### src/rtl/pattern_scan_pkg.sv
// Shared types and defaults for the pattern scan controller and its serial matcher.
package pattern_scan_pkg;

    typedef enum logic [1:0] {
        IDLE,
        SHIFT,
        DONE
    } state_t;

    localparam int unsigned DATA_W_DEF = 8;
    localparam int unsigned PAT_W_DEF  = 3;

    // Wide enough for DATA_W-PAT_W+1 matches.
    function automatic int unsigned cnt_w(input int unsigned data_w);
        return $clog2(data_w + 1);
    endfunction

endpackage

### src/rtl/pattern_scan_ctrl_if.sv
// Word-in / count-out handshake bundle between the producer/consumer and the scan controller.
interface pattern_scan_ctrl_if
    import pattern_scan_pkg::*;
#(
    parameter int unsigned DATA_W = DATA_W_DEF,
    parameter int unsigned PAT_W  = PAT_W_DEF,
    parameter int unsigned CNT_W  = cnt_w(DATA_W)
);

    logic              in_valid;
    logic              in_ready;
    logic [DATA_W-1:0] in_data;
    logic [PAT_W-1:0]  pattern;
    logic              out_valid;
    logic              out_ready;
    logic [CNT_W-1:0]  out_count;
    logic              out_hit;

    modport master (
        output in_valid,
        output in_data,
        output pattern,
        output out_ready,
        input  in_ready,
        input  out_valid,
        input  out_count,
        input  out_hit
    );

    modport slave (
        input  in_valid,
        input  in_data,
        input  pattern,
        input  out_ready,
        output in_ready,
        output out_valid,
        output out_count,
        output out_hit
    );

endinterface

### src/rtl/seq_match.sv
// Serial overlapping sequence detector: history shift register, fill counter and comparator.
module seq_match #(
    parameter int unsigned PAT_W = 3
) (
    input  logic             clk,
    input  logic             rst,
    input  logic             clr,
    input  logic             en,
    input  logic             bit_in,
    input  logic [PAT_W-1:0] pattern,
    output logic             match
);

    localparam int unsigned FILL_W = $clog2(PAT_W + 1);

    logic [PAT_W-1:0]  hist_q;
    logic [PAT_W-1:0]  hist_next;
    logic [FILL_W-1:0] fill_q;

    assign hist_next = {hist_q[PAT_W-2:0], bit_in};

    // Match looks at the history including the bit arriving this cycle.
    assign match = en && (fill_q >= FILL_W'(PAT_W - 1)) && (hist_next == pattern);

    always_ff @(posedge clk or posedge rst) begin
        if (rst) begin
            hist_q <= '0;
            fill_q <= '0;
        end else if (clr) begin
            hist_q <= '0;
            fill_q <= '0;
        end else if (en) begin
            hist_q <= hist_next;
            if (fill_q != FILL_W'(PAT_W)) begin
                fill_q <= fill_q + FILL_W'(1);
            end
        end
    end

endmodule

### src/rtl/pattern_scan_ctrl.sv
// Accepts a word, shifts it MSB-first through seq_match and returns the per-word match count.
module pattern_scan_ctrl
    import pattern_scan_pkg::*;
#(
    parameter int unsigned DATA_W = DATA_W_DEF,
    parameter int unsigned PAT_W  = PAT_W_DEF,
    parameter int unsigned CNT_W  = cnt_w(DATA_W)
) (
    input  logic               clk,
    input  logic               rst,
    pattern_scan_ctrl_if.slave bus,
    output logic               busy,
    output logic               ser_bit,
    output logic               det_pulse
);

    localparam int unsigned IDX_W = (DATA_W > 1) ? $clog2(DATA_W) : 1;
    localparam logic [IDX_W-1:0] LAST_IDX = IDX_W'(DATA_W - 1);

    state_t            state_q;
    logic [DATA_W-1:0] word_q;
    logic [PAT_W-1:0]  pat_q;
    logic [IDX_W-1:0]  bit_idx_q;
    logic [CNT_W-1:0]  count_q;
    logic              in_ready_q;
    logic              out_valid_q;
    logic              busy_q;
    logic              det_q;

    logic accept;
    logic shifting;
    logic match;

    assign accept   = (state_q == IDLE) && bus.in_valid;
    assign shifting = (state_q == SHIFT);

    seq_match #(
        .PAT_W (PAT_W)
    ) u_seq_match (
        .clk     (clk),
        .rst     (rst),
        .clr     (accept),
        .en      (shifting),
        .bit_in  (word_q[DATA_W-1]),
        .pattern (pat_q),
        .match   (match)
    );

    always_ff @(posedge clk or posedge rst) begin
        if (rst) begin
            state_q     <= IDLE;
            word_q      <= '0;
            pat_q       <= '0;
            bit_idx_q   <= '0;
            count_q     <= '0;
            in_ready_q  <= 1'b1;
            out_valid_q <= 1'b0;
            busy_q      <= 1'b0;
            det_q       <= 1'b0;
        end else begin
            det_q <= 1'b0;
            unique case (state_q)
                IDLE: begin
                    if (bus.in_valid) begin
                        word_q     <= bus.in_data;
                        pat_q      <= bus.pattern;
                        bit_idx_q  <= '0;
                        count_q    <= '0;
                        in_ready_q <= 1'b0;
                        busy_q     <= 1'b1;
                        state_q    <= SHIFT;
                    end
                end
                SHIFT: begin
                    word_q    <= word_q << 1;
                    bit_idx_q <= bit_idx_q + IDX_W'(1);
                    if (match) begin
                        count_q <= count_q + CNT_W'(1);
                        det_q   <= 1'b1;
                    end
                    if (bit_idx_q == LAST_IDX) begin
                        out_valid_q <= 1'b1;
                        state_q     <= DONE;
                    end
                end
                DONE: begin
                    // Count is frozen here; it only restarts on the next accept.
                    if (bus.out_ready) begin
                        out_valid_q <= 1'b0;
                        busy_q      <= 1'b0;
                        in_ready_q  <= 1'b1;
                        state_q     <= IDLE;
                    end
                end
                default: begin
                    state_q <= IDLE;
                end
            endcase
        end
    end

    assign bus.in_ready  = in_ready_q;
    assign bus.out_valid = out_valid_q;
    assign bus.out_count = count_q;
    assign bus.out_hit   = |count_q;
    assign busy          = busy_q;
    // The word register drains to zero, so this reads 0 outside SHIFT.
    assign ser_bit       = word_q[DATA_W-1];
    assign det_pulse     = det_q;

endmodule

### src/flat_wrapper.sv
// flat-port wrapper written by rule: the top's interface ports become plain ports
module pattern_scan_ctrl_flat import pattern_scan_pkg::*;
#(
    parameter int unsigned DATA_W = DATA_W_DEF,
    parameter int unsigned PAT_W  = PAT_W_DEF,
    parameter int unsigned CNT_W  = cnt_w(DATA_W)
)
  (clk, rst, busy, ser_bit, det_pulse, bus_in_valid, bus_in_data, bus_pattern, bus_out_ready, bus_in_ready, bus_out_valid, bus_out_count, bus_out_hit);
  pattern_scan_ctrl_if #(.DATA_W(DATA_W), .PAT_W(PAT_W), .CNT_W(CNT_W)) bus_i ();
  input  logic clk;
  input  logic rst;
  output logic busy;
  output logic ser_bit;
  output logic det_pulse;
  input wire logic [$bits(bus_i.in_valid)-1:0] bus_in_valid;
  input wire logic [$bits(bus_i.in_data)-1:0] bus_in_data;
  input wire logic [$bits(bus_i.pattern)-1:0] bus_pattern;
  input wire logic [$bits(bus_i.out_ready)-1:0] bus_out_ready;
  output wire logic [$bits(bus_i.in_ready)-1:0] bus_in_ready;
  output wire logic [$bits(bus_i.out_valid)-1:0] bus_out_valid;
  output wire logic [$bits(bus_i.out_count)-1:0] bus_out_count;
  output wire logic [$bits(bus_i.out_hit)-1:0] bus_out_hit;
  assign bus_i.in_valid = bus_in_valid;
  assign bus_i.in_data = bus_in_data;
  assign bus_i.pattern = bus_pattern;
  assign bus_i.out_ready = bus_out_ready;
  assign bus_in_ready = bus_i.in_ready;
  assign bus_out_valid = bus_i.out_valid;
  assign bus_out_count = bus_i.out_count;
  assign bus_out_hit = bus_i.out_hit;
  pattern_scan_ctrl #(.DATA_W(DATA_W), .PAT_W(PAT_W), .CNT_W(CNT_W)) u_core (.clk(clk), .rst(rst), .bus(bus_i), .busy(busy), .ser_bit(ser_bit), .det_pulse(det_pulse));
endmodule
### config.mk
export PLATFORM = sky130hd
export DESIGN_NAME = pattern_scan_ctrl_flat
export DESIGN_NICKNAME = d
export VERILOG_FILES = /design/src/rtl/pattern_scan_pkg.sv /design/src/rtl/pattern_scan_ctrl_if.sv /design/src/rtl/seq_match.sv /design/src/rtl/pattern_scan_ctrl.sv /design/src/flat_wrapper.sv
export SDC_FILE = /design/constraint.sdc
export NUM_CORES = 1
export LEC_CHECK = 0
export ABC_AREA = 1
export CAP_MARGIN = 40
export CELL_PAD_IN_SITES_DETAIL_PLACEMENT = 1
export CELL_PAD_IN_SITES_GLOBAL_PLACEMENT = 1
export CORE_MARGIN = 1
export CORE_UTILIZATION = 39
export DETAILED_ROUTE_END_ITERATION = 16
export PLACE_DENSITY_LB_ADDON = 0.1
export SYNTH_ARGS = -nofsm -noshare
export SYNTH_HDL_FRONTEND = slang
export SYNTH_SLANG_ARGS = --single-unit
### constraint.sdc
create_clock -name clk -period 1.7 [get_ports clk]
set_clock_uncertainty 0.15 [all_clocks]
set_input_delay 0.17 -clock clk [delete_from_list [all_inputs] [get_ports clk]]
set_output_delay 0.17 -clock clk [all_outputs]
set_load 0.005 [all_outputs]
# Yosys cells after proc, flatten, opt, wreduce, memory -nomap -nowiden
# Index checks and enable logic that the tools add are counted.
[word_totals]
ff_bits = 28
[op_classes]
eq_ne = 9
reduce_logical = 17
add_sub_neg = 3
muxes = 26
order_cmp = 1
[op_table]
columns = ["operator", "n"]
rows = [
  ["2-bit 2-to-1 mux", 8],
  ["8-bit one-hot mux with 2 select lines", 1],
  ["3-bit AND reduction", 4],
  ["2-bit nonzero test", 5],
  ["4-bit 2-to-1 mux", 2],
  ["8-bit 2-to-1 mux", 1],
  ["4-bit one-hot mux with 2 select lines", 1],
  ["1-bit 2-to-1 mux", 7],
  ["2-bit != test (second input constant)", 3],
  ["1-bit one-hot mux with 2 select lines", 3],
  ["2-bit one-hot mux with 3 select lines", 1],
  ["3-bit one-hot mux with 2 select lines", 1],
  ["2-bit AND reduction", 3],
  ["4-bit by 1-bit adder with 4-bit output (second input constant)", 1],
  ["2-bit by 1-bit != test with 1-bit output (second input constant)", 2],
  ["4-bit OR reduction", 1],
  ["3-bit by 1-bit adder with 3-bit output (second input constant)", 1],
  ["3-bit == test", 1],
  ["3-bit == test (second input constant)", 1],
  ["1-bit logical AND", 3],
  ["3-bit 2-to-1 mux", 1],
  ["2-bit by 1-bit adder with 2-bit output (second input constant)", 1],
  ["2-bit by 1-bit == test with 1-bit output (second input constant)", 1],
  ["2-bit == test (second input constant)", 1],
  ["2 further kinds", 2],
]

# Depth between registers and ports, before layout
[logic_depth]
ltp_word = 5
depth_mapped = 10
depth_no_buf = 10

# By module
# Synthesis repeated with hierarchy kept, for this count alone.
[unflattened]
cells_unflattened = 167
hier_area_um2 = 1402.6
[modules_own_cells]
columns = ["module", "cells_per_inst", "n_inst", "area_each_um2", "seq_area_each_um2"]
rows = [
  ["pattern_scan_ctrl", 129, 1, 1141.1, 601.8],
  ["seq_match", 38, 1, 261.5, 100.1],
]

# Least setup slack after synthesis
# Ideal clock, no wire load.
[synth_timing]
path_kind = "register to register"
start = "register u_core.u_seq_match.fill_q[0]"
end = "register u_core.count_q[0] (netlist: u_core.bus.out_count[0])"
period_less_slack_ns = 1.293
required_ns = 1.433
path_slack_ns = 0.407
t_arrival_ns = 1.026
path_stages_with_launch = 10
cell_sequence = "dfrtp_1 inv_1 ha_1 inv_1 nand2_1 nand2_2 nor2_2 nand2_2 nand3_1 nand2_1"
[synth_between]
elab_chain_len = 5
[synth_lines]
columns = ["element", "line_no", "text"]
rows = [
  ["start, declared", "seq_match.sv:18", "logic [FILL_W-1:0] fill_q;"],
  ["start signal, assigned", "seq_match.sv:35", "fill_q <= fill_q + FILL_W'(1);"],
  ["2-bit greater-or-equal comparator", "seq_match.sv:23", "assign match = en && (fill_q >= FILL_W'(PAT_W - 1)) && (hist_next == pattern);"],
  ["1-bit logical AND (2 in a row)", "seq_match.sv:23", ""],
  ["2-bit by 1-bit != test with 1-bit output (no line)", "n/a", ""],
  ["3-bit AND reduction (no line)", "n/a", ""],
  ["end signal, assigned", "pattern_scan_ctrl.sv:78", "count_q <= count_q + CNT_W'(1);"],
  ["end, declared", "pattern_scan_ctrl.sv:24", "logic [CNT_W-1:0] count_q;"],
]
# No other way between the ends.
# A chain may end at the register's enable or synchronous reset.

# Worst setup path after layout
[layout_timing]
start = "register u_core.in_ready_q (netlist: u_core.bus.in_ready)"
end = "output bus_in_ready"
[layout_rtl]
columns = ["element", "line_no", "text"]
rows = [
  ["start, declared", "pattern_scan_ctrl.sv:25", "logic in_ready_q;"],
  ["start signal, assigned", "pattern_scan_ctrl.sv:56", "in_ready_q <= 1'b1;"],
  ["start signal, assigned", "pattern_scan_ctrl.sv:69", "in_ready_q <= 1'b0;"],
  ["start signal, assigned", "pattern_scan_ctrl.sv:91", "in_ready_q <= 1'b1;"],
  ["end, declared", "flat_wrapper.sv:19", "output wire logic [$bits(bus_i.in_ready)-1:0] bus_in_ready;"],
]
# No word-level cell between the ends.

==> flow_metrics.env <==
export IMPL_h_tree_depth=1
export IMPL_timing_max_transition_violations_final=0
export IMPL_worst_setup_path_start_kind="register"
export IMPL_yosysWarnings=0
export IMPL_tightest_slew_ns=0.3742
export IMPL_path_buf_inv=1
export IMPL_cp_max_fo=2
export IMPL_ys_ff_latch=28
export IMPL_clk_transition_reported_paths_ns=0.10
export IMPL_setup_tns_ns=0
export IMPL_power_per_cell_area_nw_per_um2=1728
export IMPL_synth_cell_area_um2=1454
export IMPL_placementRows=21
export IMPL_grt_max_degree=29
export IMPL_grt_pass1_vias=1336
export IMPL_ant_nets=0
export IMPL_cpMaxStageDelayCell="dfstp_2"
export IMPL_setup_viol=0
export IMPL_drc=0
export IMPL_place_area_um2=1752
export IMPL_outcome="complete, no violations"
export IMPL_reg2reg_depth=10
export IMPL_avgViaCountPerCell=4.857
export IMPL_drive_above_1_share_pct=15.58
export IMPL_seqPwrFrac_pct=35.1
export IMPL_syn_to_final_growth_pct=24.70
export IMPL_synth_nets=189
export IMPL_place_gp_congestion=0.6729
export IMPL_end_kind="output pin"
export IMPL_synth_edff_count=0
export IMPL_critical_path_top_delay_family="flip-flops"
export IMPL_min_path_type="input pin to async pin"
export IMPL_cts_buffer_depth=2
export IMPL_core_um2=3442
export IMPL_combPwrFrac_pct=52.9
export IMPL_vdd_drop_max_mv=0.8515
export IMPL_track_usage_pct=18.68
export IMPL_clkPwrFrac_pct=11.9
export IMPL_crit_cells=1
export IMPL_min_period_over_period_pct=95.30
export IMPL_die_h_um=63.06
export IMPL_power_mw=3.134
export IMPL_final_area_um2=1813
export IMPL_hold_violations=0
export IMPL_syn_avg_cell_area_um2=8.654
export IMPL_synth_commonest_cells="nand2_1, dfrtp_1, inv_1"
export IMPL_timing_fmax_mhz=617.2
export IMPL_wire_per_inst_um=13.31
export IMPL_cts_root_buf="clkbuf_8"
export IMPL_yosys_area_top_type="dfrtp_1"
export IMPL_antenna_found_initial=0
export IMPL_synth_seq_area_share_pct=48.28
export IMPL_synthArstFlopShare_pct=100.0
export IMPL_cts_sinks=28
export IMPL_synth_area_leaders="dfrtp_1, nand2_1, inv_1, o21ai_0, ha_1"
export IMPL_syn_inst=168
export IMPL_slew_headroom_pct=75.05
export IMPL_setup_slack_ns=0.07987
export IMPL_critPathArrivalTime_ns=1.30
export IMPL_swShare_pct=42.10
export IMPL_drt_initial_drc_count=33
export IMPL_total_leakage_power_nw=0.8998
export IMPL_critPathMaxStageDelay_ns=0.54
export IMPL_place_hpwl_um=2406
export IMPL_cts_inserted_buffers=3
export IMPL_dieArea_um2=3976
export IMPL_grt_pass1_wl_um=5871
export IMPL_numPortBuffers=24
export IMPL_synthFlopType="dfrtp_1"
export IMPL_wl_um=3261
export IMPL_crit_type="register to output pin"
export IMPL_die_width_um=63.06
export IMPL_antenna_cells=0
export IMPL_io_pins=25
export IMPL_num_vias=1190
export IMPL_tritoncts="done"
export IMPL_clkLatencyLatePin_ns=0.27
export IMPL_synth_cell_types=25
export IMPL_power_internal_mw=1.814
export IMPL_dp_slack_ns=0.1332
export IMPL_first_pass_iters=4
export IMPL_hold_buffers=0
export IMPL_min_period_ns=1.620
export IMPL_initial_core_util_pct=42.24
export IMPL_rsz0062_at_grt="no"
export IMPL_drv_cap=0
export IMPL_final_util_pct=52.67
export IMPL_grt_overflow_total=0
export IMPL_switchingPower_mw=1.319
export IMPL_yosysTopAreaCellShare_pct=46.47
export IMPL_layout_nets=221
export IMPL_cp_data_required_time_ns=1.38
export IMPL_path_cells="clkdlybuf4s50_1"
export IMPL_yosysMostFrequentCell="nand2_1"
-- final timing paths --
path	slack, ns	start	endpoint
max	0.08	u_core.bus.in_ready	bus_in_ready
max in group asynchronous	0.96	rst	u_core.bus.in_ready
min in group clk	0.31	bus_pattern[1]	u_core.pat_q[1]
min reg2reg	0.34	u_core.bus.in_ready	u_core.bus.in_ready
max reg2reg	0.27	u_core.u_seq_match.fill_q[0]	u_core.bus.out_count[3]
min	0.12	rst	u_core.word_q[5]
-- metrics by stage --
stage	std cells	hold slack, ns
2_1_floorplan	168	0.08467
4_1_cts	245	0.1388
5_1_grt	245	0.1504
3_5_place_dp	239	0.3260
6_report	245	0.1216
3_3_place_gp	239	0.3230
-- power groups by stage --
stage          clock network, mW  logic [mW]  registers, mW
4_1_cts                    0.385        1.69           1.10
6_report                   0.374        1.66           1.10
3_5_place_dp                   0        1.65           1.12
2_1_floorplan                  0        1.14           1.10
3_3_place_gp                   0        1.54           1.10
5_1_grt                    0.405        1.88           1.14
-- registers in the layout (all words and copies together), names as in the netlist, 2 cells and up --
| signal | flops |
|---|---|
| u_core.u_seq_match.fill_q | 2 |
| u_core.state_q | 2 |
| u_core.word_q | 8 |
| u_core.pat_q | 3 |
| u_core.u_seq_match.hist_q | 2 |
| u_core.bus.out_count | 4 |
| u_core.bit_idx_q | 3 |
-- cell families after synthesis --
family | count (synthesis) | share of synthesized area (%)
AOI/OAI and AO/OA | 28 | 12.82
xor gates and xnor gates | 1 | 0.6025
adders and majority gates | 6 | 5.163
buffers and inverters | 31 | 9.896
DFF | 28 | 48.28
and+or+nand+nor | 74 | 23.24
-- layout by cell type, fill, tap and decap left out, types with 2 or more instances in the layout --
cell type and n:
nand2_2 2, clkdlybuf4s50_1 22, inv_2 2, clkbuf_8 3, nand3_1 6, inv_1 23
ha_1 6, dfrtp_1 27, buf_4 7, nor2_1 7, nand2_1 54, o21ai_2 7
o22ai_2 2, inv_4 2, o21ai_0 17
-- timing repair --
action | CTS | global route
gates resized for setup | 1 | 1
buffers inserted | 2 | 0
setup endpoints to repair | 1 | 1
-- layout make-up --
type                       instances  area [um2]
tap                               46       57.56
fill                             430        1629
sequential                        28       701.9
multi-input combinational        109       608.1
clock buffer                       4       45.04
timing repair buffer              31       294.0
inverter                          27       106.4
-- layer usage --
metal	vias up	share of wire, %	global-route usage [%]
met1	591	43	21.32
met3	0	2.2	2.355
li1	586	-	-
met2	13	54	36.96
met4	0	0	2.616
met5	-	0	0
Note: power is estimated with default switching activity, not from simulation.
